`src/rtl/sm_budget_pkg.sv`:
```
// Shared types, default widths and saturating helpers for the per-SM issue budget controller.
package sm_budget_pkg;

  localparam int unsigned DEF_NUM_SM    = 4;
  localparam int unsigned DEF_VOLT_W    = 8;
  localparam int unsigned DEF_ISSUE_W   = 5;
  localparam int unsigned DEF_BUDGET_W  = 12;
  localparam int unsigned DEF_SCALE     = 4;
  localparam int unsigned DEF_EPOCH_LEN = 64;

  // Working width for budget arithmetic; wide enough that products and sums never wrap.
  localparam int unsigned CALC_W = 64;

  typedef enum logic [1:0] {
    IDLE = 2'd0,
    LOAD = 2'd1,
    RUN  = 2'd2
  } state_e;

  function automatic logic [CALC_W-1:0] sat_sub(input logic [CALC_W-1:0] a,
                                                input logic [CALC_W-1:0] b);
    return (a > b) ? (a - b) : '0;
  endfunction

  function automatic logic [CALC_W-1:0] clamp_max(input logic [CALC_W-1:0] a,
                                                  input logic [CALC_W-1:0] lim);
    return (a > lim) ? lim : a;
  endfunction

endpackage

```
`src/rtl/sm_budget_lane.sv`:
```
// One SM lane: remaining-budget and throttle registers with load/deduct arithmetic.
// SM_BUDGET_CARRY_EN: roll unused budget into the next epoch, capped at twice the epoch budget.
module sm_budget_lane
  import sm_budget_pkg::*;
#(
  parameter int unsigned VOLT_W   = DEF_VOLT_W,
  parameter int unsigned ISSUE_W  = DEF_ISSUE_W,
  parameter int unsigned BUDGET_W = DEF_BUDGET_W,
  parameter int unsigned SCALE    = DEF_SCALE
) (
  input  logic                clk,
  input  logic                rst,
  input  logic                i_load,
  input  logic                i_run,
  input  logic [VOLT_W-1:0]   i_voltage,
  input  logic                i_valid,
  input  logic [ISSUE_W-1:0]  i_issued,
  output logic [BUDGET_W-1:0] o_remaining,
  output logic                o_throttle
);

  localparam logic [CALC_W-1:0] MAX_BUDGET = CALC_W'((64'd1 << BUDGET_W) - 64'd1);

  logic [BUDGET_W-1:0] r_rem;
  logic                r_throttle;
  logic [CALC_W-1:0]   w_epoch_budget;
  logic [CALC_W-1:0]   w_base;
  logic [CALC_W-1:0]   w_ded;
  logic [CALC_W-1:0]   w_next;
  logic [BUDGET_W-1:0] w_next_rem;

  assign w_epoch_budget = clamp_max(CALC_W'(i_voltage) * CALC_W'(SCALE), MAX_BUDGET);
  assign w_ded          = i_valid ? CALC_W'(i_issued) : '0;

`ifdef SM_BUDGET_CARRY_EN
  logic [CALC_W-1:0] w_carry_sum;
  assign w_carry_sum = CALC_W'(r_rem) + w_epoch_budget;
  assign w_base      = clamp_max(clamp_max(w_carry_sum, w_epoch_budget << 1), MAX_BUDGET);
`else
  assign w_base      = w_epoch_budget;
`endif

  // LOAD charges this cycle's issue against the fresh epoch budget.
  always_comb begin
    w_next = CALC_W'(r_rem);
    if (i_load) begin
      w_next = sat_sub(w_base, w_ded);
    end else if (i_run) begin
      w_next = sat_sub(CALC_W'(r_rem), w_ded);
    end
  end

  assign w_next_rem = BUDGET_W'(w_next);

  always_ff @(posedge clk) begin
    if (rst) begin
      r_rem      <= '0;
      r_throttle <= 1'b1;
    end else if (i_load || i_run) begin
      r_rem      <= w_next_rem;
      r_throttle <= (w_next_rem == '0);
    end
  end

  assign o_remaining = r_rem;
  assign o_throttle  = r_throttle;

endmodule

```
`src/rtl/sm_issue_budget_ctrl.sv`:
```
// Per-SM issue budget controller: epoch FSM, epoch counter and NUM_SM budget lanes.
// SM_BUDGET_CARRY_EN (lane option): unused budget rolls over into the next epoch.
module sm_issue_budget_ctrl
  import sm_budget_pkg::*;
#(
  parameter int unsigned NUM_SM    = DEF_NUM_SM,
  parameter int unsigned VOLT_W    = DEF_VOLT_W,
  parameter int unsigned ISSUE_W   = DEF_ISSUE_W,
  parameter int unsigned BUDGET_W  = DEF_BUDGET_W,
  parameter int unsigned SCALE     = DEF_SCALE,
  parameter int unsigned EPOCH_LEN = DEF_EPOCH_LEN,
  localparam int unsigned CNT_W    = $clog2(EPOCH_LEN)
) (
  input  logic                         clk_sm,
  input  logic                         rst_sm,
  input  logic [NUM_SM*VOLT_W-1:0]     sm_voltage,
  input  logic [NUM_SM-1:0]            sm_issue_valid,
  input  logic [NUM_SM*ISSUE_W-1:0]    sm_issued_this_cycle,
  output logic [NUM_SM*BUDGET_W-1:0]   sm_remaining,
  output logic [NUM_SM-1:0]            sm_throttle,
  output logic                         epoch_start,
  output logic [CNT_W-1:0]             epoch_cnt
);

  localparam logic [CNT_W-1:0] LAST_CNT = CNT_W'(EPOCH_LEN - 1);

  state_e           r_state;
  state_e           w_state_nxt;
  logic [CNT_W-1:0] r_cnt;
  logic [CNT_W-1:0] w_cnt_nxt;
  logic             w_load;
  logic             w_run;

  always_ff @(posedge clk_sm) begin
    if (rst_sm) begin
      r_state <= IDLE;
      r_cnt   <= '0;
    end else begin
      r_state <= w_state_nxt;
      r_cnt   <= w_cnt_nxt;
    end
  end

  // The counter restarts at 0 on every entry to LOAD.
  always_comb begin
    w_state_nxt = r_state;
    w_cnt_nxt   = '0;
    case (r_state)
      IDLE: w_state_nxt = LOAD;
      LOAD: begin
        w_state_nxt = RUN;
        w_cnt_nxt   = CNT_W'(1);
      end
      RUN: begin
        if (r_cnt == LAST_CNT) begin
          w_state_nxt = LOAD;
        end else begin
          w_cnt_nxt = r_cnt + CNT_W'(1);
        end
      end
      default: w_state_nxt = IDLE;
    endcase
  end

  assign w_load      = (r_state == LOAD);
  assign w_run       = (r_state == RUN);
  assign epoch_start = w_load;
  assign epoch_cnt   = r_cnt;

  for (genvar g = 0; g < NUM_SM; g++) begin : g_lane
    sm_budget_lane #(
      .VOLT_W   (VOLT_W),
      .ISSUE_W  (ISSUE_W),
      .BUDGET_W (BUDGET_W),
      .SCALE    (SCALE)
    ) u_lane (
      .clk         (clk_sm),
      .rst         (rst_sm),
      .i_load      (w_load),
      .i_run       (w_run),
      .i_voltage   (sm_voltage[g*VOLT_W +: VOLT_W]),
      .i_valid     (sm_issue_valid[g]),
      .i_issued    (sm_issued_this_cycle[g*ISSUE_W +: ISSUE_W]),
      .o_remaining (sm_remaining[g*BUDGET_W +: BUDGET_W]),
      .o_throttle  (sm_throttle[g])
    );
  end

endmodule

```
`config.mk`:
```
export PLATFORM = sky130hd
export DESIGN_NAME = sm_issue_budget_ctrl
export DESIGN_NICKNAME = d
export VERILOG_FILES = /design/src/rtl/sm_budget_pkg.sv /design/src/rtl/sm_budget_lane.sv /design/src/rtl/sm_issue_budget_ctrl.sv
export SDC_FILE = /design/constraint.sdc
export NUM_CORES = 1
export LEC_CHECK = 0
export ABC_AREA = 1
export CORE_ASPECT_RATIO = 2
export CORE_UTILIZATION = 41
export DETAILED_ROUTE_END_ITERATION = 10
export GPL_TIMING_DRIVEN = 0
export HOLD_SLACK_MARGIN = 0.15
export PLACE_DENSITY_LB_ADDON = 0.12
export SYNTH_ARGS = -nofsm -noshare
export SYNTH_HDL_FRONTEND = slang
export SYNTH_SLANG_ARGS = --single-unit
export TNS_END_PERCENT = 30
```
`constraint.sdc`:
```
create_clock -name clk_sm -period 2.6 [get_ports clk_sm]
set_input_delay 0.39 -clock clk_sm [delete_from_list [all_inputs] [get_ports clk_sm]]
set_output_delay 0.39 -clock clk_sm [all_outputs]
set_load 0.05 [all_outputs]
```
# After elaboration in Yosys (flattened, before gate mapping)
# Cells that the tools add are included.
# op_classes
add_sub_neg	9
magnitude_cmp	8
n_eq_ne	4
n_mux	24
n_reduce_logical	6
# ops
operator	n
$gt A10 B64 Y1	4
$gt A12 B64 Y1	4
$mux W12	16
$logic_not A12 Y1	4
$sub A10 B12 Y12	4
$sub A12 B12 Y12	4
$mux W5	4
$pmux W6 S2	1
$add A6 B1 Y6 const B	1
$eq A6 B6 Y1 const B	1
$mux W6	1
$pmux W2 S3	1
$eq A2 B1 Y1 const B	1
$eq A2 B2 Y1 const B	1
$logic_not A2 Y1	1
$mux W2	1
$ne A2 B2 Y1 const B	1
$logic_or A1 B1 Y1	1
# totals
ff_bits	60
in_bits	58
out_inout_bits	59
elab_cells	61

# Logic depth before layout (Yosys ltp)
# Gate-level depths: netlist of run 1.
# depth
depth_word	6
ltp_mapped	19
mapped_depth_nobuf	19

# By module
# From an unflattened synthesis of run 1, not the netlist that was laid out.
# unflattened
cells_unflattened	1081
area_unflattened_um2	6463.7
# by_module_without_submodules
mod	n_inst	cells_per_inst	area_each_um2	seq_area_each_um2
sm_budget_lane at g_lane[1].u_lane ...	3	256	1517.7	260.2
sm_budget_lane at g_lane[0].u_lane	1	256	1495.2	260.2
sm_issue_budget_ctrl	1	57	415.4	160.2

# Worst setup path after synthesis of run 1
# Ideal clock, no wire load.
# synth_timing
kind	register -> register
start	register g_lane[2].u_lane.r_rem[0]
end	register g_lane[2].u_lane.r_throttle
setup_time_ps	115
arrival_time_ps	2130
t_required_ps	2485
slack_ps	355
path_stages_with_launch	18
period_less_slack_ps	2245
cell_sequence	dfxtp_1 > inv_1 > ha_1 > inv_1 > fa_1 > nand3_1 > nand2_1 > nand2_1 > nand3_2 > nand2_2 > a21oi_1 > nand2_1 > nand2_1 > inv_1 > nand2_1 > nor2_1 > nand2_1 > nand2_1
# synth_via
elab_chain_cells	5
# synth_rtl
item	line	rtl
start, declared	sm_budget_lane.sv:24	logic [BUDGET_W-1:0] r_rem;
start signal, assigned	sm_budget_lane.sv:60	r_rem <= w_next_rem;
$gt A12 B64 Y1 / $sub A12 B12 Y12 (equally long branches)	sm_budget_pkg.sv:22	return (a > b) ? (a - b) : '0;
$mux W12	sm_budget_pkg.sv:22	
$mux W12 (*)	sm_budget_lane.sv:48	end else if (i_run) begin
$mux W12 (*)	sm_budget_lane.sv:46	if (i_load) begin
$logic_not A12 Y1 (*)	sm_budget_lane.sv:61	r_throttle <= (w_next_rem == '0);
end signal, assigned	sm_budget_lane.sv:61	
end, declared	sm_budget_lane.sv:25	logic r_throttle;
# Every way passes the cells marked *; elsewhere a longest branch is shown, timed or not.
# A chain may end at the register's enable or synchronous reset.

# Worst setup path after layout of run 1
# layout_timing
start	input port sm_issued_this_cycle[15]
end	register g_lane[3].u_lane.r_throttle
# layout_via
elab_chain_cells	6
# layout_rtl
item	line	rtl
start, declared	sm_issue_budget_ctrl.sv:18	input logic [NUM_SM*ISSUE_W-1:0] sm_issued_this_cycle,
$mux W5 (*)	sm_budget_lane.sv:33	assign w_ded = i_valid ? CALC_W'(i_issued) : '0;
$gt A12 B64 Y1 / $sub A12 B12 Y12 (equally long branches)	sm_budget_pkg.sv:22	
$mux W12	sm_budget_pkg.sv:22	
$mux W12	sm_budget_lane.sv:48	
$mux W12 (*)	sm_budget_lane.sv:46	
$logic_not A12 Y1 (*)	sm_budget_lane.sv:61	
end signal, assigned	sm_budget_lane.sv:61	
end, declared	sm_budget_lane.sv:25	
# Marks and branches as above.

==> results of run 1 <==
## power by group through the flow
stage | combinational, uW | sequential [uW] | clock, uW
floorplan | 3990 | 2290 | 0
detailed placement | 6690 | 1600 | 0
finish | 7120 | 1590 | 1250
CTS | 6750 | 1590 | 1260
global route | 7790 | 1630 | 1290
global placement | 6650 | 1610 | 0
## final cells by class
| cell class | count | area [um^2] |
|---|---|---|
| tap | 198 | 248 |
| clock buffer | 12 | 256 |
| clock inverter | 4 | 47.5 |
| buffer | 31 | 168 |
| multi-input combinational | 843 | 4650 |
| inverter | 162 | 611 |
| fill | 1619 | 6900 |
| timing repair buffer | 122 | 1210 |
| sequential | 60 | 1200 |
## how the worst min path moves through the flow
stage	end	slack, ns	cells past startpoint
2_1_floorplan	g_lane[0].u_lane.o_throttle$_SDFFE_PP1P_	0.44	2
3_3_place_gp	g_lane[0].u_lane.o_throttle$_SDFFE_PP1P_	0.45	2
3_5_place_dp	g_lane[0].u_lane.o_throttle$_SDFFE_PP1P_	0.46	2
4_1_cts	g_lane[0].u_lane.o_throttle$_SDFFE_PP1P_	0.48	2
5_1_grt	g_lane[0].u_lane.o_throttle$_SDFFE_PP1P_	0.51	2
6_report	g_lane[0].u_lane.o_throttle$_SDFFE_PP1P_	0.49	2
## flip-flops by register name, indices dropped and copies added (netlist names)
register	flops
epoch_cnt	6
g_lane.u_lane.o_remaining	48
g_lane.u_lane.o_throttle	4
r_state	2
## layout by cell type (no fill, tap or decap), drive strengths merged, types with 17 or more instances in the layout
cell           Yosys  routed
nand4             27      27
o21ai             53      53
nor2             151     151
xor2              21      21
ha                45      45
buf               13      20
clkbuf            18      30
a21oi             50      50
nand2            327     327
inv              162     162
clkdlybuf4s50      0     109
nand3             90      90
dfxtp             60      60
nor3              17      17
## kinds of logic (layout without fill, tap and decap cells)
group                    count (synthesis)  after routing
flip-flops                              60             60
AND/OR/NAND/NOR                        634            634
AO/OA/AOI/OAI                          128            128
XOR/XNOR                                32             32
buffers and inverters                  193            331
adder cells (fa/ha/maj)                 49             49
## critical path: stages
cell and delay (ns):
clkdlybuf4s50_1 0.47, nand2_2 0.08, inv_1 0.09, ha_1 0.14, inv_1 0.08, fa_2 0.38
nand3_1 0.09, nand3_1 0.08, nand2_2 0.10, nand3_4 0.12, nand3_1 0.11, nand2_1 0.08
nor2_1 0.22, nand2_1 0.08, nor2_1 0.08, nand2_1 0.06, nand2_1 0.05
## metal layers
| layer | global-route usage | wire [um] | share of wire | vias up |
|---|---|---|---|---|
| met5 | 0 | 0 | 0 | - |
| met4 | 0.168 | 1240 | 0.058 | 0 |
| met3 | 0.0259 | 780 | 0.036 | 67 |
| met2 | 0.516 | 11400 | 0.53 | 221 |
| met1 | 0.262 | 7980 | 0.37 | 3309 |
| li1 | - | - | - | 3756 |
## stage by stage
step | area [um^2] | worst slack [ns] | setup TNS [ns] | util | std cells
after global placement | 7840 | -0.467 | -13.32 | 0.512 | 1409
after detailed placement | 7840 | -0.474 | -14.16 | 0.512 | 1409
after floorplan | 6440 | 0.355 | 0 | - | 1096
after global routing | 8390 | 0.00100 | 0 | 0.549 | 1432
after CTS | 8160 | -0.0495 | -0.0615 | 0.534 | 1425
final | 8390 | 0.150 | 0 | 0.549 | 1432
## timing repair
action                                  4_1_cts  5_1_grt
pin swaps                                     1       16
resized for setup                            11       54
endpoints found under the setup margin       13       38
setup buffers                                 0        7
==> results_dict.tcl, run 1 <==
set metrics [dict create \
    die_y_um 179 \
    holdWs_ns 0.485 \
    syn_avg_cell_area_um2 5.87 \
    endpoint "g_lane[3].u_lane.o_throttle$_SDFFE_PP1P_" \
    gr-total-overflow 0 \
    synth_top_area_frac 0.187 \
    grt_setup_unrepaired "no" \
    synth_adder_area_share 0.0999 \
    antenna_found_initial 0 \
    clkTransAtPathRegs_ns 0.06 \
    r2r-end "g_lane[0].u_lane.o_throttle$_SDFFE_PP1P_" \
    final_hold_viol_count 0 \
    max_freq_mhz 408 \
    p_clk_frac 0.125 \
    num_antenna_cells 0 \
    cp-startpoint "sm_issued_this_cycle[15]" \
    synth_area_leaders "dfxtp_1 19%, nand2_1 18%, inv_1 9.1%, ha_1 8.7%, nor2_1 8.3%" \
    cts_buffer_depth 2 \
    final_max_slew_viol_count 0 \
    rr_startpoint "r_state[1]$_SDFFE_PP0P_" \
    cts_tree "done" \
    via_count 7353 \
    die-area_um2 16200 \
    hp-start "g_lane[0].u_lane.o_throttle$_SDFFE_PP1P_" \
    rrSetupSlack_ns 0.21 \
    total_power_uw 9970 \
    die_w_um 90.6 \
    ys_seq_area_frac 0.187 \
    seqPwrFrac 0.160 \
    grt_pass1_vias 7076 \
    row_count 64 \
    relSlewSlack 0.536 \
    gp_congestion 0.919 \
    rr_worst_depth 10 \
    io_pins 117 \
    initial_core_util 0.421 \
    skew_ns 0.00582 \
    ys_seq_elements 60 \
    cts.htree.levels 3 \
    port_buffers 115 \
    postRouteAntennaNets 0 \
    hp-class "reg2reg" \
    worstPathRequired_ns 2.88 \
    p_leak_uw 0.00420 \
    worstSetupEndpointType "flop" \
    ir_drop_v 0.000577 \
    maxCapViolCount 0 \
    synth_commonest_cells "317 x nand2_1, 156 x inv_1, 142 x nor2_1" \
    yosys_warnings 0 \
    cts_hold_buf 0 \
    synth_cell_types 44 \
    drtIter0Drc 337 \
    synth_area_um2 6440 \
    finalWirelength_mm 21.4 \
    setup_viol 0 \
    synth_edf_count 0 \
    synth_compound_area_frac 0.113 \
    worst_pin_slew_ns 0.696 \
    clk_latency_ns 0.34 \
    syn_nets 1203 \
    finalCriticalPeriod_ns 2.45 \
    synthMuxAreaShare 0 \
    synth_flop_cell "dfxtp_1" \
    synth_simple_gate_area_frac 0.436 \
    first_pass_iters 5 \
    netlist_instances 1096 \
    cp.arrival_ns 2.73 \
    p_sw_uw 5630 \
    drc 0 \
    grt_max_degree 11 \
    p_per_area_nw_per_um2 1190 \
    routedWlPerCell_um 15.0 \
    path_max_fanout 7 \
    swShare 0.565 \
    hpwl_mm 17.0 \
    core_area_um2 15300 \
    status "complete, no violations" \
    crit_path_start_kind "input pin" \
    area_delta_synth_final_pct 30.3 \
    cts.sinks 60 \
    combPwrFrac 0.715 \
    nets 1336 \
    fin_crit_sh 0.942 \
    yosysMostFrequentCell "nand2_1" \
    grt_usage 0.264 \
    numCtsBuffers 9 \
    p_int_uw 4330 \
    yosysTopAreaCell "dfxtp_1" \
    layout-drive-gt1-share 0.0989 \
    worstSetupPathType "in2reg" \
    cts-root-buf "clkbuf_16" \
    via_per_inst 5.13 \
    synth_xor_area_frac 0.0435 \
    grt_first_pass_wirelength_mm 33.6 \
    synthArstFlopShare 0 \
    synth_top_family_by_area "simple AND/OR/NAND/NOR gates" \
]
Note: power is estimated with default switching activity, not from simulation.
==> run 2, diff against run 1 <==
CORE_ASPECT_RATIO = not set   (was 2)
==> results_dict.tcl, run 2 (same netlist as run 1, synthesis figures left out) <==
set metrics [dict create \
    nets 1336 \
    finalWirelength_mm 20.6 \
    cts-root-buf "clkbuf_16" \
    die_y_um 127 \
    gr-total-overflow 0 \
    swShare 0.563 \
    grt_max_degree 11 \
    hpwl_mm 15.7 \
    grt_setup_unrepaired "yes" \
    drtIter0Drc 386 \
    row_count 45 \
    max_freq_mhz 407 \
    combPwrFrac 0.710 \
    relSlewSlack 0.494 \
    final_max_slew_viol_count 0 \
    drc 0 \
    initial_core_util 0.422 \
    design_area_um2 8370 \
    grt_usage 0.258 \
    p_leak_uw 0.00417 \
    crit_family "buffers and inverters" \
    area_delta_synth_final_pct 30.0 \
    fin_crit_sh 0.945 \
    path_max_fanout 10 \
    worstPathRequired_ns 2.84 \
    path_cells "inv_1 > ha_2 > inv_1 > buf_6 > clkbuf_1 > nand4_1 > nand3_1 > nor2_1 > nand3_1 > nand2_1" \
    crit_path_max_incr_delay_ns 0.51 \
    core_area_um2 15300 \
    cts.sinks 60 \
    ir_drop_v 0.000588 \
    maxCapViolCount 0 \
    cts_buffer_depth 2 \
    setup_viol 0 \
    clkTransAtPathRegs_ns 0.06 \
    dpl_cell_area_um2 7850 \
    die_w_um 127 \
    final_hold_viol_count 0 \
    first_pass_iters 7 \
    grt_first_pass_wirelength_mm 32.7 \
    port_buffers 115 \
    status "complete, no violations" \
    p_sw_uw 5510 \
    cts.htree.levels 3 \
    p_int_uw 4280 \
    p_clk_frac 0.128 \
    layout-drive-gt1-share 0.0932 \
    routedWlPerCell_um 14.3 \
    postRouteAntennaNets 0 \
    seqPwrFrac 0.162 \
    layout_commonest_cell "nand2_1" \
    holdWs_ns 0.519 \
    cts_tree "done" \
    hp-class "reg2reg" \
    utilization 0.549 \
    clk_latency_ns 0.34 \
    skew_ns 0.00826 \
    finalCriticalPeriod_ns 2.46 \
    largest_reg_flops 48 \
    antenna_found_initial 1 \
    worstSetupPathType "reg2reg" \
    die-area_um2 16200 \
    cp.arrival_ns 2.69 \
    worstSetupEndpointType "flop" \
    p_per_area_nw_per_um2 1170 \
    place_ws_ns -0.526 \
    crit_buf_inv 4 \
    final.setup.worst_slack_ns 0.144 \
    io_pins 117 \
    final_cell_mix "306 x nand2_1, 151 x inv_1, 137 x nor2_1, 109 x clkdlybuf4s50_1, 81 x nand3_1" \
    gp_congestion 0.908 \
    crit_path_start_kind "flop" \
    via_per_inst 4.98 \
    worst_pin_slew_ns 0.758 \
    numCtsBuffers 9 \
    cts_hold_buf 0 \
    grt_pass1_vias 6610 \
    cpMaxStageDelayCell "clkbuf_1" \
    via_count 7201 \
]
run 2: cell count changes in the layout (fill, tap and decap cells not counted), sizes merged:
cell / before / now
dlygate4sd2: 3 / 4
dlymetal6s2s: 3 / 2
diode: 0 / 1
run 2: worst register-to-register path: cells and delay by family, from the launching register on:
kind / cells / cell delay [ns]
DFF: 1 / 0.37
and+or+nand+nor: 5 / 0.61
buffers and inverters: 4 / 1.06
adders and majority gates: 1 / 0.30
run 2: path summary, 6_finish.rpt:
| kind | startpoint | end | slack (ns) | depth (start not counted) |
|---|---|---|---|---|
| max reg2reg | r_state[1]$_SDFFE_PP0P_ | g_lane[1].u_lane.o_throttle$_SDFFE_PP1P_ | 0.14 | 10 |
| min | g_lane[0].u_lane.o_throttle$_SDFFE_PP1P_ | g_lane[0].u_lane.o_throttle$_SDFFE_PP1P_ | 0.52 | 2 |
| min reg2reg | g_lane[0].u_lane.o_throttle$_SDFFE_PP1P_ | g_lane[0].u_lane.o_throttle$_SDFFE_PP1P_ | 0.52 | 2 |
| max | r_state[1]$_SDFFE_PP0P_ | g_lane[1].u_lane.o_throttle$_SDFFE_PP1P_ | 0.14 | 10 |
run 2: cell type report:
cell class | instances | area [um^2]
well taps | 211 | 264
fillers | 1595 | 6890
clock inverters | 4 | 47.5
plain buffers | 31 | 166
inverters | 162 | 611
clock buffers | 12 | 256
diodes | 1 | 2.50
repair buffers | 122 | 1200
multi-input cells | 843 | 4620
flip-flops and latches | 60 | 1200
run 2: through the flow:
step           power (uW)  TNS, ns  cells
3_5_place_dp         8230   -14.51   1422
6_report             9800        0   1446
3_3_place_gp         8200   -13.76   1422
5_1_grt             10600  -0.0193   1445
2_1_floorplan        6280        0   1096
4_1_cts              9510  -0.0275   1438
run 2: timing repair:
| item | in CTS | in global routing |
|---|---|---|
| setup endpoints to repair | 11 | 32 |
| pin swaps | 0 | 14 |
| resized for setup | 8 | 44 |
| setup buffers | 0 | 7 |
run 2: power groups by stage:
stage	registers [uW]	clock network [uW]	logic, uW
after detailed placement	1600	0	6630
after global routing	1630	1310	7650
after global placement	1600	0	6600
after CTS	1580	1260	6670
after floorplan	2290	0	3990
final	1580	1260	6950
run 2: per-layer routing:
metal  part of all wire  vias to the layer above  wire length (um)  global-route usage
met2               0.45                      185              9310               0.433
met4              0.027                        0               562              0.0931
met3              0.047                       36               978              0.0352
li1                   -                     3774                 -                   -
met1               0.47                     3206              9780               0.338
met5                  0                        -                 0                   0
